**config.mk**
```make
export PLATFORM = sky130hd
export DESIGN_NAME = key_entry_display
export DESIGN_NICKNAME = d
export VERILOG_FILES = /design/src/rtl/key_entry_pkg.sv /design/src/rtl/key_debounce.sv /design/src/rtl/key_entry_display.sv
export SDC_FILE = /design/constraint.sdc
export NUM_CORES = 1
export LEC_CHECK = 0
export ABC_AREA = 1
export CAP_MARGIN = 10
export CORE_ASPECT_RATIO = 1.25
export CORE_MARGIN = 2
export CORE_UTILIZATION = 40
export CTS_BUF_LIST = sky130_fd_sc_hd__clkbuf_8
export DETAILED_ROUTE_END_ITERATION = 10
export GPL_TIMING_DRIVEN = 0
export HOLD_SLACK_MARGIN = 0.03
export SETUP_SLACK_MARGIN = 0.5
export SLEW_MARGIN = 20
export SYNTH_ARGS = -nofsm -noshare
export SYNTH_HDL_FRONTEND = slang
export SYNTH_SLANG_ARGS = --single-unit
```
**constraint.sdc**
```tcl
create_clock -name f4m -period 2.3 [get_ports f4m]
set_input_delay 0.46 -clock f4m [delete_from_list [all_inputs] [get_ports f4m]]
set_output_delay 0.46 -clock f4m [all_outputs]
set_load 0.05 [all_outputs]
```
**src/rtl/key_entry_pkg.sv**
```systemverilog
// key_entry_pkg: shared types and constants for the keypad entry/display block.
package key_entry_pkg;
    typedef enum logic [1:0] {IDLE, QUAL, HELD, REL} state_t;
    localparam logic [3:0] DIG_SEL_N0   = 4'b1110;
    localparam logic [3:0] DIG_SEL_N1   = 4'b1101;
    localparam logic [3:0] DIG_SEL_N2   = 4'b1011;
    localparam logic [3:0] DIG_SEL_N3   = 4'b0111;
    localparam logic [3:0] BCD_BLANK    = 4'hF;
    localparam logic [3:0] MAX_KEY_CODE = 4'd9;

    function automatic logic [3:0] dig_sel_pat(input logic [1:0] sel);
        return sel == 2'd0 ? DIG_SEL_N0 :
               sel == 2'd1 ? DIG_SEL_N1 :
               sel == 2'd2 ? DIG_SEL_N2 : DIG_SEL_N3;
    endfunction
endpackage

```
**src/rtl/key_debounce.sv**
```systemverilog
// key_debounce: press/release qualification FSM; emits one accept per debounced press.
module key_debounce
    import key_entry_pkg::*;
#(
    parameter int DEBOUNCE_CYCLES = 20000
) (
    input  logic       i_clk,
    input  logic       i_rst_n,
    input  logic       i_key_hit,
    input  logic [3:0] i_key_code,
    output logic       o_accept,
    output logic [3:0] o_cand,
    output logic       o_strobe,
    output logic [3:0] o_key_last
);
    localparam logic [15:0] CNT_LAST = 16'(DEBOUNCE_CYCLES - 1);

    state_t      r_state, w_state_nx;
    logic [15:0] r_cnt, w_cnt_nx;
    logic [3:0]  r_cand, w_cand_nx;
    logic        r_strobe, w_accept;
    logic [3:0]  r_key_last;

    always_ff @(posedge i_clk or negedge i_rst_n) begin
        if (!i_rst_n) begin
            r_state    <= IDLE;
            r_cnt      <= '0;
            r_cand     <= '0;
            r_strobe   <= 1'b0;
            r_key_last <= '0;
        end else begin
            r_state  <= w_state_nx;
            r_cnt    <= w_cnt_nx;
            r_cand   <= w_cand_nx;
            r_strobe <= w_accept;
            if (w_accept) r_key_last <= r_cand;
        end
    end

    always_comb begin
        w_state_nx = r_state;
        w_cnt_nx   = r_cnt;
        w_cand_nx  = r_cand;
        w_accept   = 1'b0;
        case (r_state)
            IDLE: if (i_key_hit) begin
                w_state_nx = QUAL;
                w_cand_nx  = i_key_code;
                w_cnt_nx   = 16'd1;
            end
            QUAL: if (!i_key_hit) begin
                w_state_nx = IDLE;
                w_cnt_nx   = '0;
            end else if (i_key_code != r_cand) begin
                w_cand_nx = i_key_code;
                w_cnt_nx  = 16'd1;
            end else if (r_cand <= MAX_KEY_CODE) begin
                // Out-of-range codes park here with the count frozen, so they never accept.
                if (r_cnt == CNT_LAST) begin
                    w_state_nx = HELD;
                    w_cnt_nx   = '0;
                    w_accept   = 1'b1;
                end else begin
                    w_cnt_nx = r_cnt + 16'd1;
                end
            end
            HELD: if (!i_key_hit) begin
                w_state_nx = REL;
                w_cnt_nx   = 16'd1;
            end
            REL: if (i_key_hit) begin
                w_state_nx = HELD;
                w_cnt_nx   = '0;
            end else if (r_cnt == CNT_LAST) begin
                w_state_nx = IDLE;
                w_cnt_nx   = '0;
            end else begin
                w_cnt_nx = r_cnt + 16'd1;
            end
            default: w_state_nx = IDLE;
        endcase
    end

    assign o_accept   = w_accept;
    assign o_cand     = r_cand;
    assign o_strobe   = r_strobe;
    assign o_key_last = r_key_last;
endmodule

```
**src/rtl/key_entry_display.sv**
```systemverilog
// key_entry_display: debounced key entry into a 4-digit shift register, multiplexed onto a 7-segment display.
// Optional LEADING_ZERO_BLANK_EN blanks leading-zero digits above d0.
module key_entry_display
    import key_entry_pkg::*;
#(
    parameter int DEBOUNCE_CYCLES = 20000,
    parameter int SCAN_DIV_BITS   = 15
) (
    input  logic       f4m,
    input  logic       rst_n,
    input  logic       key_hit,
    input  logic [3:0] key_code,
    input  logic       clear,
    output logic [3:0] dig_sel_n,
    output logic [3:0] bcd,
    output logic       key_strobe,
    output logic [3:0] key_last
);
    localparam int SW = SCAN_DIV_BITS + 2;

    logic          w_accept;
    logic [3:0]    w_cand;
    logic [15:0]   r_digits, w_digits_nx;
    logic [SW-1:0] r_scan, w_scan_nx;
    logic [1:0]    w_sel;
    logic [3:0]    w_digit, w_bcd_nx;
    logic [3:0]    r_dig_sel_n, r_bcd;

    key_debounce #(.DEBOUNCE_CYCLES(DEBOUNCE_CYCLES)) u_deb (
        .i_clk      (f4m),
        .i_rst_n    (rst_n),
        .i_key_hit  (key_hit),
        .i_key_code (key_code),
        .o_accept   (w_accept),
        .o_cand     (w_cand),
        .o_strobe   (key_strobe),
        .o_key_last (key_last)
    );

    // Display registers are fed from next-state values so an accept or clear shows on its own edge.
    assign w_digits_nx = w_accept ? {(clear ? 12'h000 : r_digits[11:0]), w_cand}
                                  : (clear ? 16'h0000 : r_digits);
    assign w_scan_nx   = r_scan + 1'b1;
    assign w_sel       = w_scan_nx[SW-1 -: 2];
    assign w_digit     = w_digits_nx[{w_sel, 2'b00} +: 4];

`ifdef LEADING_ZERO_BLANK_EN
    logic w_blank;
    assign w_blank  = (w_sel != 2'd0) && ((w_digits_nx >> {w_sel, 2'b00}) == 16'h0000);
    assign w_bcd_nx = w_blank ? BCD_BLANK : w_digit;
`else
    assign w_bcd_nx = w_digit;
`endif

    always_ff @(posedge f4m or negedge rst_n) begin
        if (!rst_n) begin
            r_digits    <= '0;
            r_scan      <= '0;
            r_dig_sel_n <= DIG_SEL_N0;
            r_bcd       <= '0;
        end else begin
            r_digits    <= w_digits_nx;
            r_scan      <= w_scan_nx;
            r_dig_sel_n <= dig_sel_pat(w_sel);
            r_bcd       <= w_bcd_nx;
        end
    end

    assign dig_sel_n = r_dig_sel_n;
    assign bcd       = r_bcd;
endmodule

```
==> metrics.md, run 1 <==
| Metric | Value |
|---|---|
| IO Pins | 21 |
| CP bufs+invs | 3 |
| Final hold slack | 0.0464 ns |
| DP HPWL | 5140 um |
| Post-Route Skew | 0.00821 ns |
| DR pass1 iterations | 4 |
| Residual DRC count | 0 |
| Vias in the first global route | 2873 |
| Largest family of logic cells by synthesized area | simple AND/OR/NAND/NOR gates |
| Root buf cell | clkbuf_8 |
| Tot Pwr | 0.00312 W |
| Max Freq | 574 MHz |
| Core Rows | 38 |
| Fin cells | 609 |
| PortBufs | 19 |
| Initial antenna violation count | 0 |
| Compound-Gate Fraction of Synth Area | 0.0610 |
| Clock transition at the registers of the reported paths | 0.07 ns |
| CP endpoint kind | flop |
| Vias | 2965 |
| Setup tns final | 0 ns |
| ANT nets after route | 0 |
| Area Overhead vs Synth | 30.3% |
| CP Max Fanout | 8 |
| Starting Density | 0.407 |
| Die width | 87.5 um |
| Via density | 4.87 |
| Synthesis-stage register bit count | 68 |
| Nets@finish | 514 |
| Total track usage | 0.172 |
| GRT overflow | 0 |
| Mean area per synthesized cell | 7.85 sq um |
| Number of H-tree levels | 3 |
| Pwr dens | 686 nW/um^2 |
| Met3 usage | 0.0328 |
| Crit Path Class | reg -> reg |
| Yosys warning count | 0 |
| Starting DRT DRC Count | 119 |
| First-pass GRT wire length | 12900 um |
| Die height | 108 um |
| Post-synthesis cell type count | 34 |
| Slew margin rel. | 0.660 |
| GRT met2 Usage | 0.284 |
| Worst path max stage delay | 0.41 ns |
| Post-Synth Adder-Cell Area | 0.00718 |
| Total wire length | 7540 um |
| Worst Hold Class | in -> async |
| Setup crit start kind | flop |
| Synthesized area | 3490 sq um |
| CP max-delay cell | dfrtp_1 |
| # hold bufs at CTS | 0 |
| Multiplexer share of the synthesized area | 0 |
| Clk_lat worst skew | 0.35 ns |
| Synth Area in XOR/XNOR | 0.0427 |
| Min cycle time layout | 1.74 ns |
| Crit path cell chain | ha_4 > nand3_4 > nor2_4 > buf_6 > nand4_1 > buf_6 > o21bai_1 > nand2_1 > nand2_1 > nand2_1 > inv_1 > nand2_1 |
| Final setup viols | 0 |
| Ant diodes | 0 |
| WL per Instance | 12.4 um |
| Post-Syn Nets | 454 |
| Worst-margin pin slew | 0.507 ns |
| Largest net degree at the start of global routing | 38 |
| Synth Area in Simple Gates | 0.320 |
| RSZ-0062 raised after global routing | true |
| GR Layer Usage met1 | 0.223 |
| Max-cap viol count | 0 |
| GP Congestion | 0.833 |
| Fin crit share | 0.757 |
| Cell Count Post-Placement | 564 |
| Worst IR drop on VDD | 474 uV |
| Layout cells sized above 1 | 0.257 |
| Clock buffer depth | 2 |
| Hold Fails Final Rpt | 0 |
| Die area | 9480 sq um |
| CP top delay family | simple AND/OR/NAND/NOR gates |
| # fillers | 801 |
| Core area | 8560 sq um |
| Syn Inst Count | 444 |
| Worst path most repeated cell | nand2_1 |
| Lkg Pwr | 2.24 nW |
| Register area share after synthesis | 0.489 |
| Status | complete, no violations |
| Slew Viols, Final | 0 |
| Worst path arrival time | 1.98 ns |
| Worst EP required | 2.54 ns |
| Total CTS buffers | 9 |
| CTS sink cnt | 68 |
| CTS tree | built |
| Busiest layer in global routing | met2 |
-- metal layers --
layer | wire length [um] | vias up
li1 | - | 1508
met1 | 3290 | 1402
met3 | 263 | 12
met4 | 144 | 0
met5 | 0 | -
met2 | 3840 | 43
-- cells in the mapped netlist --
| cell type | count | share of area |
|---|---|---|
| o21ai_1 | 8 | 0.011 |
| nor3_1 | 6 | 0.0086 |
| a21oi_1 | 4 | 0.0057 |
| clkbuf_1 | 1 | 0.0011 |
| nand4_2 | 1 | 0.0036 |
| buf_2 | 1 | 0.0014 |
| o211ai_1 | 1 | 0.0022 |
| nor2_1 | 48 | 0.052 |
| a31oi_1 | 1 | 0.0018 |
| nand3_2 | 3 | 0.0086 |
| xor2_1 | 10 | 0.025 |
| nand4_1 | 9 | 0.016 |
| nand3_1 | 29 | 0.042 |
| nand2_4 | 1 | 0.0032 |
| dfrtp_1 | 65 | 0.47 |
| inv_2 | 14 | 0.015 |
| or2_1 | 2 | 0.0036 |
| inv_1 | 51 | 0.055 |
| nand2_2 | 2 | 0.0036 |
| o21bai_1 | 6 | 0.013 |
| o21ai_0 | 8 | 0.011 |
| and2_1 | 5 | 0.0090 |
| nand2_1 | 137 | 0.15 |
| ha_1 | 2 | 0.0072 |
| nor2_8 | 1 | 0.0057 |
| nor2_2 | 4 | 0.0072 |
| buf_6 | 1 | 0.0032 |
| buf_4 | 2 | 0.0043 |
| dfstp_2 | 3 | 0.023 |
| o21ai_2 | 1 | 0.0025 |
| xnor2_1 | 7 | 0.018 |
| o22ai_1 | 6 | 0.011 |
| nor2_4 | 3 | 0.0097 |
| a21boi_1 | 1 | 0.0022 |
-- through the flow --
step | utilization | setup WS, ns | cell area, sq um
global placement | 0.444 | -1.58 | 3800
global route | 0.531 | 0.425 | 4540
detailed placement | 0.446 | -0.0987 | 3820
CTS | 0.495 | 0.421 | 4240
floorplan | - | 0.655 | 3490
finish | 0.531 | 0.558 | 4540
-- final timing paths --
path	startpoint	to	slack (ns)	cells past startpoint
setup / recovery	u_deb.r_cnt[1]$_DFFE_PN0P_	bcd[0]$_DFF_PN0_	0.56	12
hold / removal	rst_n	r_scan[8]$_DFF_PN0_	0.05	1
setup reg to reg	u_deb.r_cnt[1]$_DFFE_PN0P_	bcd[0]$_DFF_PN0_	0.56	12
hold reg to reg	u_deb.o_key_last[1]$_DFFE_PN0P_	u_deb.o_key_last[1]$_DFFE_PN0P_	0.47	2
max in group asynchronous	rst_n	dig_sel_n[2]$_DFF_PN1_	1.65	2
min in group f4m	u_deb.o_key_last[1]$_DFFE_PN0P_	u_deb.o_key_last[1]$_DFFE_PN0P_	0.47	2
-- cells in the final DEF (no fill, tap or decap), drive strengths merged --
master | netlist | layout
o22ai | 6 | 6
clkinv | 0 | 2
a31oi | 1 | 1
nand3 | 32 | 32
a21boi | 1 | 1
xnor2 | 7 | 7
clkinvlp | 0 | 1
a21oi | 4 | 4
bufinv | 0 | 1
nand4 | 10 | 10
buf | 4 | 35
clkbuf | 1 | 13
dlymetal6s2s | 0 | 1
xor2 | 10 | 10
and2 | 5 | 5
dfrtp | 65 | 65
o21bai | 6 | 6
inv | 65 | 66
nor2 | 56 | 56
clkdlybuf4s15 | 0 | 2
dlygate4sd2 | 0 | 14
ha | 2 | 2
nand2 | 140 | 140
o211ai | 1 | 1
o21ai | 17 | 17
dfstp | 3 | 3
nor3 | 6 | 6
or2 | 2 | 2
-- layout make-up --
class | instances | area, sq um | area share
flip-flops and latches | 68 | 1710 | 0.376
multi-input cells | 306 | 1750 | 0.385
clock buffers | 11 | 151 | 0.0333
repair buffers | 49 | 464 | 0.102
clock inverters | 5 | 51.3 | 0.0113
inverters | 65 | 246 | 0.0543
well taps | 100 | 125 | 0.0276
plain buffers | 5 | 45.0 | 0.00992
-- power breakdown --
group	switching, W	internal (W)	total [W]
sequential	0.000106	0.00127	0.00137
combinational	0.000449	0.000289	0.000738
clock	0.000454	0.000552	0.00101
total	0.00101	0.00211	0.00312
-- cell families (layout without fill, tap and decap cells) --
logic type	Yosys count	count (layout)
DFF	68	68
adders and majority gates	2	2
buffers and inverters	70	135
xor gates and xnor gates	17	17
AOI/OAI and AO/OA	36	36
and+or+nand+nor	251	251
-- sequential cells by signal (all words and copies together) (netlist names), named ones only --
signal and count:
r_scan 17, r_digits 16, u_deb.r_cnt 16, bcd 4
dig_sel_n 4, u_deb.o_cand 4, u_deb.o_key_last 4, u_deb.o_strobe 1
u_deb.r_state 1
-- timing repair --
action                                  CTS  global route
endpoints found under the setup margin   46            25
pin swaps                                16            25
gates resized for setup                  55            47
setup buffers                            15            13
gates cloned                              1             0
Note: power is estimated with default switching activity, not from simulation.
==> run 2, diff against run 1 <==
==> constraint.sdc (replaced) <==
create_clock -name f4m -period 1.4 [get_ports f4m]
set_input_delay 0.28 -clock f4m [delete_from_list [all_inputs] [get_ports f4m]]
set_output_delay 0.28 -clock f4m [all_outputs]
set_load 0.05 [all_outputs]
==> run 2 against run 1 <==
- the flow now finishes with violations (hold timing, setup timing)
- fmax shrank 3.6%
- global-route usage grew 2.8 points
- wire length is 28% higher
- critical path type unchanged
- flip-flop and latch count stayed put
- clock-buffer cell count fell by 2
- first-iteration DRC count increased by 56%
- total power is 90% higher
- sequential share of layout area shrank 6.5 points
- sequential power is 61% higher
- die area stayed put
- clock skew up 0.0049 ns
- hold slack worse by 0.19 ns
==> metrics.md, run 2 (synthesis gave the netlist of run 1 again) <==
| Metric | Value |
|---|---|
| Status | finished with violations |
| Failing checks | hold timing, setup timing |
| ANT nets after route | 0 |
| Via density | 4.97 |
| Core area | 8560 sq um |
| Initial antenna violation count | 0 |
| Combinational share of power | 0.320 |
| Lkg Pwr | 2.69 nW |
| Vias | 3290 |
| Number of H-tree levels | 3 |
| Slew Viols, Final | 0 |
| Total CTS buffers | 9 |
| Worst path most repeated cell | buf_6 |
| Largest net degree at the start of global routing | 38 |
| CP Max Fanout | 8 |
| GRT overflow | 0 |
| Total track usage | 0.200 |
| Worst path max stage delay | 0.41 ns |
| Worst EP required | 1.65 ns |
| PortBufs | 19 |
| Pwr dens | 1080 nW/um^2 |
| CTS tree | built |
| Regs by FF count | r_scan (17), r_digits (16), u_deb.r_cnt (16) |
| Biggest register | r_scan |
| Commonest non-fill, non-tap cells in the layout | 96 x nand2_1, 60 x dfrtp_1, 51 x buf_6 |
| Starting Density | 0.407 |
| Vias in the first global route | 3231 |
| CP endpoint kind | flop |
| Sequential power share | 0.374 |
| CP top delay family | buffers and inverters |
| Final setup viols | 53 |
| Largest register FFs | 17 |
| CTS sink cnt | 68 |
| Clk_lat worst skew | 0.36 ns |
| Root buf cell | clkbuf_8 |
| Hold Fails Final Rpt | 29 |
| Setup crit start kind | flop |
| Total internal power | 0.00387 W |
| Total wire length | 9650 um |
| Fin cells | 662 |
| Sw frac | 0.345 |
| Min cycle time layout | 1.81 ns |
| First-pass GRT wire length | 14900 um |
| Post-Route Skew | 0.0131 ns |
| Die area | 9480 sq um |
| Worst path arrival time | 2.06 ns |
| CP bufs+invs | 4 |
| Crit path cell chain | ha_4 > nand3_4 > nor2_4 > buf_6 > nand4_1 > buf_6 > o21bai_1 > nand2_1 > buf_4 > buf_6 |
| GP Congestion | 0.830 |
| Max-cap viol count | 0 |
| Worst IR drop on VDD | 1060 uV |
| Cell Count Post-Placement | 564 |
| WL per Instance | 14.6 um |
| Residual DRC count | 0 |
| Clock buffer depth | 2 |
| Sw Pwr | 0.00204 W |
| Slew margin rel. | 0.703 |
| Setup tns final | -10.83 ns |
| Area Overhead vs Synth | 57.7% |
| Layout cells sized above 1 | 0.477 |
| DP HPWL | 5190 um |
| DR pass1 iterations | 4 |
| Max Freq | 553 MHz |
| Clock transition at the registers of the reported paths | 0.08 ns |
| Worst Hold Class | in -> async |
| Commonest non-fill, non-tap cell in the layout | nand2_1 |
| Die width | 87.5 um |
| Fin crit share | 1.29 |
| Final hold slack | -0.147 ns |
| Final WS setup | -0.408 ns |
| Crit Path Class | reg -> reg |
| Die height | 108 um |
| Worst-margin pin slew | 0.445 ns |
| Starting DRT DRC Count | 186 |
| IO Pins | 21 |
| Clock network fraction of total power | 0.306 |
| Core Rows | 38 |
| CP max-delay cell | dfrtp_1 |
| RSZ-0062 raised after global routing | true |
| Nets@finish | 567 |
| Ant diodes | 0 |
run 2: final timing paths:
path                       slack [ns]  depth (start not counted)                           to                       start
max                             -0.41                         10        r_digits[8]$_DFF_PN0_  u_deb.r_cnt[0]$_DFFE_PN0P_
min                             -0.15                          1          r_scan[9]$_DFF_PN0_                       rst_n
max reg2reg                     -0.41                         10        r_digits[8]$_DFF_PN0_  u_deb.r_cnt[0]$_DFFE_PN0P_
min reg2reg                      0.49                          1         r_scan[14]$_DFF_PN0_        r_scan[14]$_DFF_PN0_
max in group asynchronous        0.95                          2       dig_sel_n[3]$_DFF_PN1_                       rst_n
min in group f4m                 0.23                          3  u_deb.o_cand[3]$_DFFE_PN0P_                 key_code[3]
run 2: through the flow:
step                area, sq um  hold slack, ns   util  power [W]  setup WS, ns
floorplan                  3590         -0.0156      -    0.00300        -0.163
global placement           3900           0.441  0.456    0.00323         -2.33
detailed placement         3920           0.256  0.458    0.00326        -0.811
finish                     5500          -0.147  0.642    0.00591        -0.408
CTS                        4980          -0.134  0.582    0.00564        -0.346
global route               5500          -0.105  0.642    0.00617        -0.454
run 2: layout make-up:
| cell class | instances | area (sq um) |
|---|---|---|
| buffer | 5 | 48.8 |
| clock buffer | 9 | 124 |
| clock inverter | 7 | 91.3 |
| fill | 655 | 3060 |
| inverter | 65 | 264 |
| multi-input combinational | 307 | 2150 |
| sequential | 68 | 1710 |
| tap | 100 | 125 |
| timing repair buffer | 101 | 982 |
run 2: layer usage:
layer,vias to the layer above,routed length (um),global-route usage
li1,1614,-,-
met4,0,262,0.0868
met2,65,5180,0.343
met5,-,0,0
met3,25,246,0.0305
met1,1586,3960,0.247
run 2: power groups by stage:
stage | clock network [W] | registers (W) | logic (W)
after floorplan | 0 | 0.00222 | 0.000783
after global placement | 0 | 0.00224 | 0.000986
after detailed placement | 0 | 0.00225 | 0.00100
after CTS | 0.00184 | 0.00221 | 0.00160
after global routing | 0.00193 | 0.00222 | 0.00202
final | 0.00181 | 0.00221 | 0.00189
run 2: timing repair:
action / in CTS / in global routing
gates resized for setup: 193 / 95
buffers inserted: 56 / 21
hold endpoints to repair: 29 / 29
endpoints found under the setup margin: 77 / 79
pin swaps: 50 / 47
cloned: 5 / 0
